### src/rtl/rf_cmd_scheduler.sv
// Register-file command scheduler: queues LOAD/STORE/MOVE commands and dispatches them
// one at a time to rf_ldst or rf_move, owning ram_sel so the RF port never changes owner mid-transfer.
module rf_cmd_scheduler #(
   parameter int unsigned RF_ADDR_W      = 10,
   parameter int unsigned LINE_NUM_W     = 11,
   parameter int unsigned SDRAM_ADDR_W   = 32,
   parameter int unsigned QDEPTH         = 4,
   parameter int unsigned TIMEOUT_CYCLES = 65535
) (
   input  logic                      clk,
   input  logic                      rst,
   input  logic                      cmd_valid,
   output logic                      cmd_ready,
   input  logic [1:0]                cmd_op,
   input  logic [RF_ADDR_W-1:0]      cmd_rf_addr,
   input  logic [RF_ADDR_W-1:0]      cmd_dst_addr,
   input  logic [SDRAM_ADDR_W-1:0]   cmd_sdram_addr,
   input  logic [LINE_NUM_W-1:0]     cmd_len,
   output logic                      ram_sel,
   output logic                      ldst_start,
   output logic                      ldst_is_store,
   output logic [RF_ADDR_W-1:0]      ldst_rf_addr,
   output logic [SDRAM_ADDR_W-1:0]   ldst_sdram_addr,
   output logic [LINE_NUM_W-1:0]     ldst_len,
   input  logic                      ldst_done,
   output logic                      move_start,
   output logic [RF_ADDR_W-1:0]      move_src,
   output logic [RF_ADDR_W-1:0]      move_dst,
   output logic [LINE_NUM_W-1:0]     move_len,
   input  logic                      move_done,
   output logic                      cmd_done,
   output logic                      busy,
   output logic [$clog2(QDEPTH):0]   q_count,
   output logic                      err_illegal,
   output logic                      err_timeout
);

   localparam int unsigned PTR_W = $clog2(QDEPTH);
   localparam int unsigned CNT_W = $clog2(QDEPTH) + 1;
   localparam int unsigned TMR_W = $clog2(TIMEOUT_CYCLES + 1);

   localparam logic [1:0] OP_STORE = 2'd1;
   localparam logic [1:0] OP_MOVE  = 2'd2;
   localparam logic [1:0] OP_ILL   = 2'd3;

   typedef enum logic [2:0] {
      S_IDLE   = 3'd0,
      S_SETUP  = 3'd1,
      S_START  = 3'd2,
      S_WAIT   = 3'd3,
      S_RETIRE = 3'd4
   } state_t;

   state_t state, state_next;

   logic [1:0]              fifo_op    [QDEPTH];
   logic [RF_ADDR_W-1:0]    fifo_rf    [QDEPTH];
   logic [RF_ADDR_W-1:0]    fifo_dst   [QDEPTH];
   logic [SDRAM_ADDR_W-1:0] fifo_sdram [QDEPTH];
   logic [LINE_NUM_W-1:0]   fifo_len   [QDEPTH];

   logic [PTR_W-1:0] wr_ptr, rd_ptr;
   logic [CNT_W-1:0] count_next;
   logic [TMR_W-1:0] tmr;

   logic push, pop, illegal, done_sel;
   logic cur_is_ldst, cur_len_zero;
   logic ldst_start_d, move_start_d, cmd_done_d, busy_d, cmd_ready_d;

   logic [1:0]              head_op;
   logic [RF_ADDR_W-1:0]    head_rf, head_dst;
   logic [SDRAM_ADDR_W-1:0] head_sdram;
   logic [LINE_NUM_W-1:0]   head_len;

   assign push     = cmd_valid && cmd_ready && (cmd_op != OP_ILL);
   assign illegal  = cmd_valid && cmd_ready && (cmd_op == OP_ILL);
   assign pop      = (state == S_IDLE) && (q_count != '0);
   assign done_sel = cur_is_ldst ? ldst_done : move_done;

   assign head_op    = fifo_op[rd_ptr];
   assign head_rf    = fifo_rf[rd_ptr];
   assign head_dst   = fifo_dst[rd_ptr];
   assign head_sdram = fifo_sdram[rd_ptr];
   assign head_len   = fifo_len[rd_ptr];

   // Occupancy after this edge; a same-cycle push and pop cancel out.
   always_comb begin
      count_next = q_count;
      case ({push, pop})
         2'b10:   count_next = q_count + CNT_W'(1);
         2'b01:   count_next = q_count - CNT_W'(1);
         default: count_next = q_count;
      endcase
   end

   always_ff @(posedge clk) begin
      if (rst) begin
         wr_ptr  <= '0;
         rd_ptr  <= '0;
         q_count <= '0;
      end else begin
         if (push) wr_ptr <= wr_ptr + PTR_W'(1);
         if (pop)  rd_ptr <= rd_ptr + PTR_W'(1);
         q_count <= count_next;
      end
   end

   always_ff @(posedge clk) begin
      if (push) begin
         fifo_op[wr_ptr]    <= cmd_op;
         fifo_rf[wr_ptr]    <= cmd_rf_addr;
         fifo_dst[wr_ptr]   <= cmd_dst_addr;
         fifo_sdram[wr_ptr] <= cmd_sdram_addr;
         fifo_len[wr_ptr]   <= cmd_len;
      end
   end

   always_ff @(posedge clk) begin
      if (rst) state <= S_IDLE;
      else     state <= state_next;
   end

   always_comb begin
      state_next = state;
      case (state)
         S_IDLE:   if (q_count != '0) state_next = S_SETUP;
         S_SETUP:  state_next = cur_len_zero ? S_RETIRE : S_START;
         S_START:  state_next = S_WAIT;
         S_WAIT:   if (done_sel) state_next = S_RETIRE;
         S_RETIRE: state_next = S_IDLE;
         default:  state_next = S_IDLE;
      endcase
   end

   // Next values of the registered pulse/status outputs, decoded from the next state.
   always_comb begin
      ldst_start_d = 1'b0;
      move_start_d = 1'b0;
      cmd_done_d   = 1'b0;
      busy_d       = (state_next != S_IDLE) || (count_next != '0);
      cmd_ready_d  = (count_next != CNT_W'(QDEPTH));
      if (state_next == S_START) begin
         ldst_start_d = cur_is_ldst;
         move_start_d = !cur_is_ldst;
      end
      if (state_next == S_RETIRE) cmd_done_d = 1'b1;
   end

   // WAIT cycle counter, saturating so the timeout flag is raised once.
   always_ff @(posedge clk) begin
      if (rst)                                 tmr <= '0;
      else if (state != S_WAIT)                tmr <= '0;
      else if (tmr != TMR_W'(TIMEOUT_CYCLES))  tmr <= tmr + TMR_W'(1);
   end

   always_ff @(posedge clk) begin
      if (rst) begin
         cmd_ready       <= 1'b1;
         ldst_start      <= 1'b0;
         move_start      <= 1'b0;
         cmd_done        <= 1'b0;
         busy            <= 1'b0;
         err_illegal     <= 1'b0;
         err_timeout     <= 1'b0;
         ram_sel         <= 1'b0;
         cur_is_ldst     <= 1'b0;
         cur_len_zero    <= 1'b0;
         ldst_is_store   <= 1'b0;
         ldst_rf_addr    <= '0;
         ldst_sdram_addr <= '0;
         ldst_len        <= '0;
         move_src        <= '0;
         move_dst        <= '0;
         move_len        <= '0;
      end else begin
         cmd_ready   <= cmd_ready_d;
         ldst_start  <= ldst_start_d;
         move_start  <= move_start_d;
         cmd_done    <= cmd_done_d;
         busy        <= busy_d;
         err_illegal <= illegal;
         if ((state == S_WAIT) && (tmr == TMR_W'(TIMEOUT_CYCLES - 1))) err_timeout <= 1'b1;
         // Port owner and engine arguments only move on the SETUP entry edge.
         if (pop) begin
            ram_sel      <= (head_op != OP_MOVE);
            cur_is_ldst  <= (head_op != OP_MOVE);
            cur_len_zero <= (head_len == '0);
            if (head_op != OP_MOVE) begin
               ldst_is_store   <= (head_op == OP_STORE);
               ldst_rf_addr    <= head_rf;
               ldst_sdram_addr <= head_sdram;
               ldst_len        <= head_len;
            end else begin
               move_src <= head_rf;
               move_dst <= head_dst;
               move_len <= head_len;
            end
         end
      end
   end

endmodule

### config.mk
export PLATFORM = sky130hd
export DESIGN_NAME = rf_cmd_scheduler
export DESIGN_NICKNAME = d
export VERILOG_FILES = /design/src/rtl/rf_cmd_scheduler.sv
export SDC_FILE = /design/constraint.sdc
export NUM_CORES = 1
export LEC_CHECK = 0
export CAP_MARGIN = 5
export CORE_ASPECT_RATIO = 1.5
export CORE_UTILIZATION = 55
export DETAILED_ROUTE_END_ITERATION = 8
export PLACE_DENSITY = 0.79
export SLEW_MARGIN = 10
export SYNTH_ARGS = -nofsm -noshare
export SYNTH_HDL_FRONTEND = slang
export SYNTH_SLANG_ARGS = --single-unit
### constraint.sdc
create_clock -name clk -period 5.52 [get_ports clk]
set_input_delay 1.104 -clock clk [delete_from_list [all_inputs] [get_ports clk]]
set_output_delay 1.104 -clock clk [all_outputs]
set_load 0.02 [all_outputs]
==> flow_summary_export.csv <==
group,metric,value,unit
critical_path,rrSetupSlack,2.15,ns
sta,slew_headroom,20.74,%
cells_and_area,fillers,1737,
cts,cts_tree,"yes",
grt,grt_pass1_vias,8589,
sta,whs,0.4533,ns
sta,finalCritPeriodShare,60.99,%
placement,pre_cts_ws,1.735,ns
critical_path,r2r_cells,9,
sta,setup_slack,2.153,ns
floorplanning,die_area,0.02651,mm^2
critical_path,path_max_fanout,56,
critical_path,r2r-end,"cmd_ready",
pwr,irDropWorstVdd,0.0003803,V
synthesis,ys_warn_count,0,
sta,fin_tns_setup,0,ns
min_path,min_path_cells,2,
synthesis,synth_nets,1003,
sta,skew,0.01245,ns
synthesis,ys_seq_area_share,72.10,%
critical_path,crit_required,5.91,ns
sta,tightest_slew,1.186,ns
cells_and_area,drive_gt1_share,13.02,%
critical_path,max_stage_delay,0.93,ns
critical_path,timing.rr.start,"q_count[0]",
cells_and_area,final_cell_area,0.01724,mm^2
critical_path,cp_slowest_cell,"or2_2",
synthesis,synthArstFlopShare,0,%
critical_path,crit_chain,"nor3_1 -> or2_2 -> inv_2 -> ha_1 -> fa_1 -> xnor2_1 -> nor2_1 -> xnor2_1 -> or3_1",
placement,post_dp_cell_area,0.01607,mm^2
critical_path,worst-path-buf-inv,1,
flow_run,cap_violations,0,
sta,period_minus_slack,3.367,ns
critical_path,worstPathArrival,3.76,ns
critical_path,endpoint_kind,"register",
drt,routed_wl,29550,um
min_path,hold_path_end,"move_dst[3]",
floorplanning,fp-row-count,71,
grt,antenna_found_initial,3,
cells_and_area,final_common_cell,"edfxtp_1",
min_path,hold_start,"move_dst[3]",
cts,htreeDepth,2,
sta,slew_violations,0,
grt,track_usage,22.72,%
grt,grt_max_degree,106,
sta,rsz0062_at_grt,"no",
drt,met1_length,11370,um
placement,place.detailed.hpwl,17310,um
synthesis,syn_inst,925,
floorplanning,die_h,198.9,um
outcome,outcome,"completed",
critical_path,crit_type,"reg2reg",
drt,drc,0,
cts,cts.sinks,382,
cells_and_area,final_nets,1150,
cts,clk_latency,0.51,ns
synthesis,synthFlopType,"edfxtp_1",
drt,routed-wl-met3,1552,um
cts,ctsHoldBuffers,0,
synthesis,ys_types,47,
floorplanning,die_w,133.3,um
cells_and_area,most-common-layout-cells,"260 x edfxtp_1, 164 x clkdlybuf4s50_1, 119 x dfxtp_1",
drt,wl_per_cell,20.69,um
floorplanning,io_pins,166,
drt,vias,8394,
min_path,hold_class,"reg2reg",
cts,cts.clk_slew.worst_paths,0.06,ns
drt,vias_per_cell,5.878,
drt,drt-initial-drc-count,618,
critical_path,startpoint_type,"register",
pwr,power_density,482.1,mW/mm^2
drt,ant_nets,0,
drt,wl_met2,15560,um
floorplanning,initial_core_util,56.35,%
floorplanning,design.core.area,0.02523,mm^2
sta,hold_viol,0,
grt,overflow,0,
cts,cts.repair.resized,0,
grt,grt_first_pass_wirelength,45610,um
synthesis,synth.cell_area,0.01422,mm^2
sta,fmax,297.0,MHz
cts,cts_made_buffers,35,
cells_and_area,utilization,68.33,%
sta,setup_violations,0,
cts,postCtsSetupRepairBufs,0,
cts,clockRootBuffer,"clkbuf_16",
cts,clock_path_buffers,3,
placement,gp_congestion,0.7927,
critical_path,startpoint,"q_count[0]",
critical_path,cp_top_family,"simple AND/OR/NAND/NOR gates",
drt,firstDrtPassIters,4,
pwr,p_leak,5.478,nW
cells_and_area,areaGrowthSynthToFinish,21.27,%
drt,highest_layer,"met5",
synthesis,synth_edf_count,260,
synthesis,syn-mean-instance-area,15.37,um^2
placement,io_buffers,165,
synthesis,ys_ff_latch,382,
critical_path,crit_path_frequent_cell,"xnor2_1",
## cell type report
type	instances	area [um^2]	share of cell area (%)
tap	328	410.4	2.380
multi-input combinational	474	3684	21.37
clock buffer	51	1060	6.147
timing repair buffer	172	1702	9.870
antenna	2	5.005	0.02903
sequential	382	10260	59.49
clock inverter	12	97.59	0.5661
inverter	7	26.28	0.1524
## kinds of logic (layout without fill, tap and decap cells)
kind of cell	count (synthesis)	in the layout	synth area share, %
AOI/OAI and AO/OA	177	177	6.707
and+or+nand+nor	212	212	7.120
DFF	382	382	72.10
adders and majority gates	8	8	0.7569
buffers and inverters	69	242	2.227
muxes	70	70	10.66
other	0	2	0
xor gates and xnor gates	7	7	0.4313
## tightest hold or removal path, cell delays in order (launching register included)
cell and delay [ns]:
dfxtp_1 0.31, nand2_1 0.05, a21oi_1 0.05
## state kept, by name, indices dropped and copies added (netlist names), 2 cells and up, named ones only
name             count
q_count              3
ldst_len            11
fifo_rf             40
fifo_sdram         128
move_dst            10
move_src            10
fifo_dst            40
tmr                 16
state                3
fifo_op              8
move_len            11
fifo_len            44
ldst_rf_addr        10
wr_ptr               2
ldst_sdram_addr     32
rd_ptr               2
## through the flow
stage | power (mW) | std cells
3_5_place_dp | 5.974 | 1363
2_1_floorplan | 5.116 | 925
3_3_place_gp | 5.933 | 1363
4_1_cts | 8.364 | 1426
5_1_grt | 8.658 | 1428
6_report | 8.312 | 1428
## cell usage after synthesis, types with 2 or more instances
library cell	count	area share (%)
nand2_1	80	2.1
and3_1	4	0.18
ha_1	7	0.62
a2111o_1	4	0.32
or4_1	3	0.16
or3_1	5	0.22
mux2i_1	4	0.28
nand3b_1	2	0.11
dfxtp_1	122	17
edfxtp_1	260	55
o41ai_1	2	0.12
nand2b_1	3	0.13
o31ai_1	3	0.16
nor3b_1	2	0.11
mux4_2	65	10
nor2b_1	2	0.088
and4_1	3	0.18
nor4_1	3	0.13
a21oi_1	99	3.5
buf_6	4	0.32
nor2_1	22	0.58
a22oi_1	2	0.11
nor3_1	13	0.46
inv_1	6	0.16
and2_1	5	0.22
buf_2	19	0.67
o21ai_0	60	2.1
buf_1	5	0.13
a211oi_1	2	0.11
clkbuf_1	33	0.87
nand4_1	2	0.088
xnor2_1	6	0.37
nand3_1	59	2.1
## metal layers
metal	global-route usage, %	up-vias
met4	10.31	2
li1	-	3856
met1	27.17	4172
met5	0	-
met2	40.59	291
met3	3.313	73
## worst max-delay path by stage
stage                     cells past startpoint        endpoint
final                                         9       cmd_ready
after global routing                          9       cmd_ready
after CTS                                     9       cmd_ready
after detailed placement                      9       cmd_ready
after global placement                        9       cmd_ready
after floorplan                               3  fifo_dst[0][0]
## report_power, final
group,switching [mW],internal (mW)
combinational,1.29,0.939
sequential,0.227,3.46
clock,1.01,1.39
total,2.52,5.79
(Power assumes the default switching activity.)
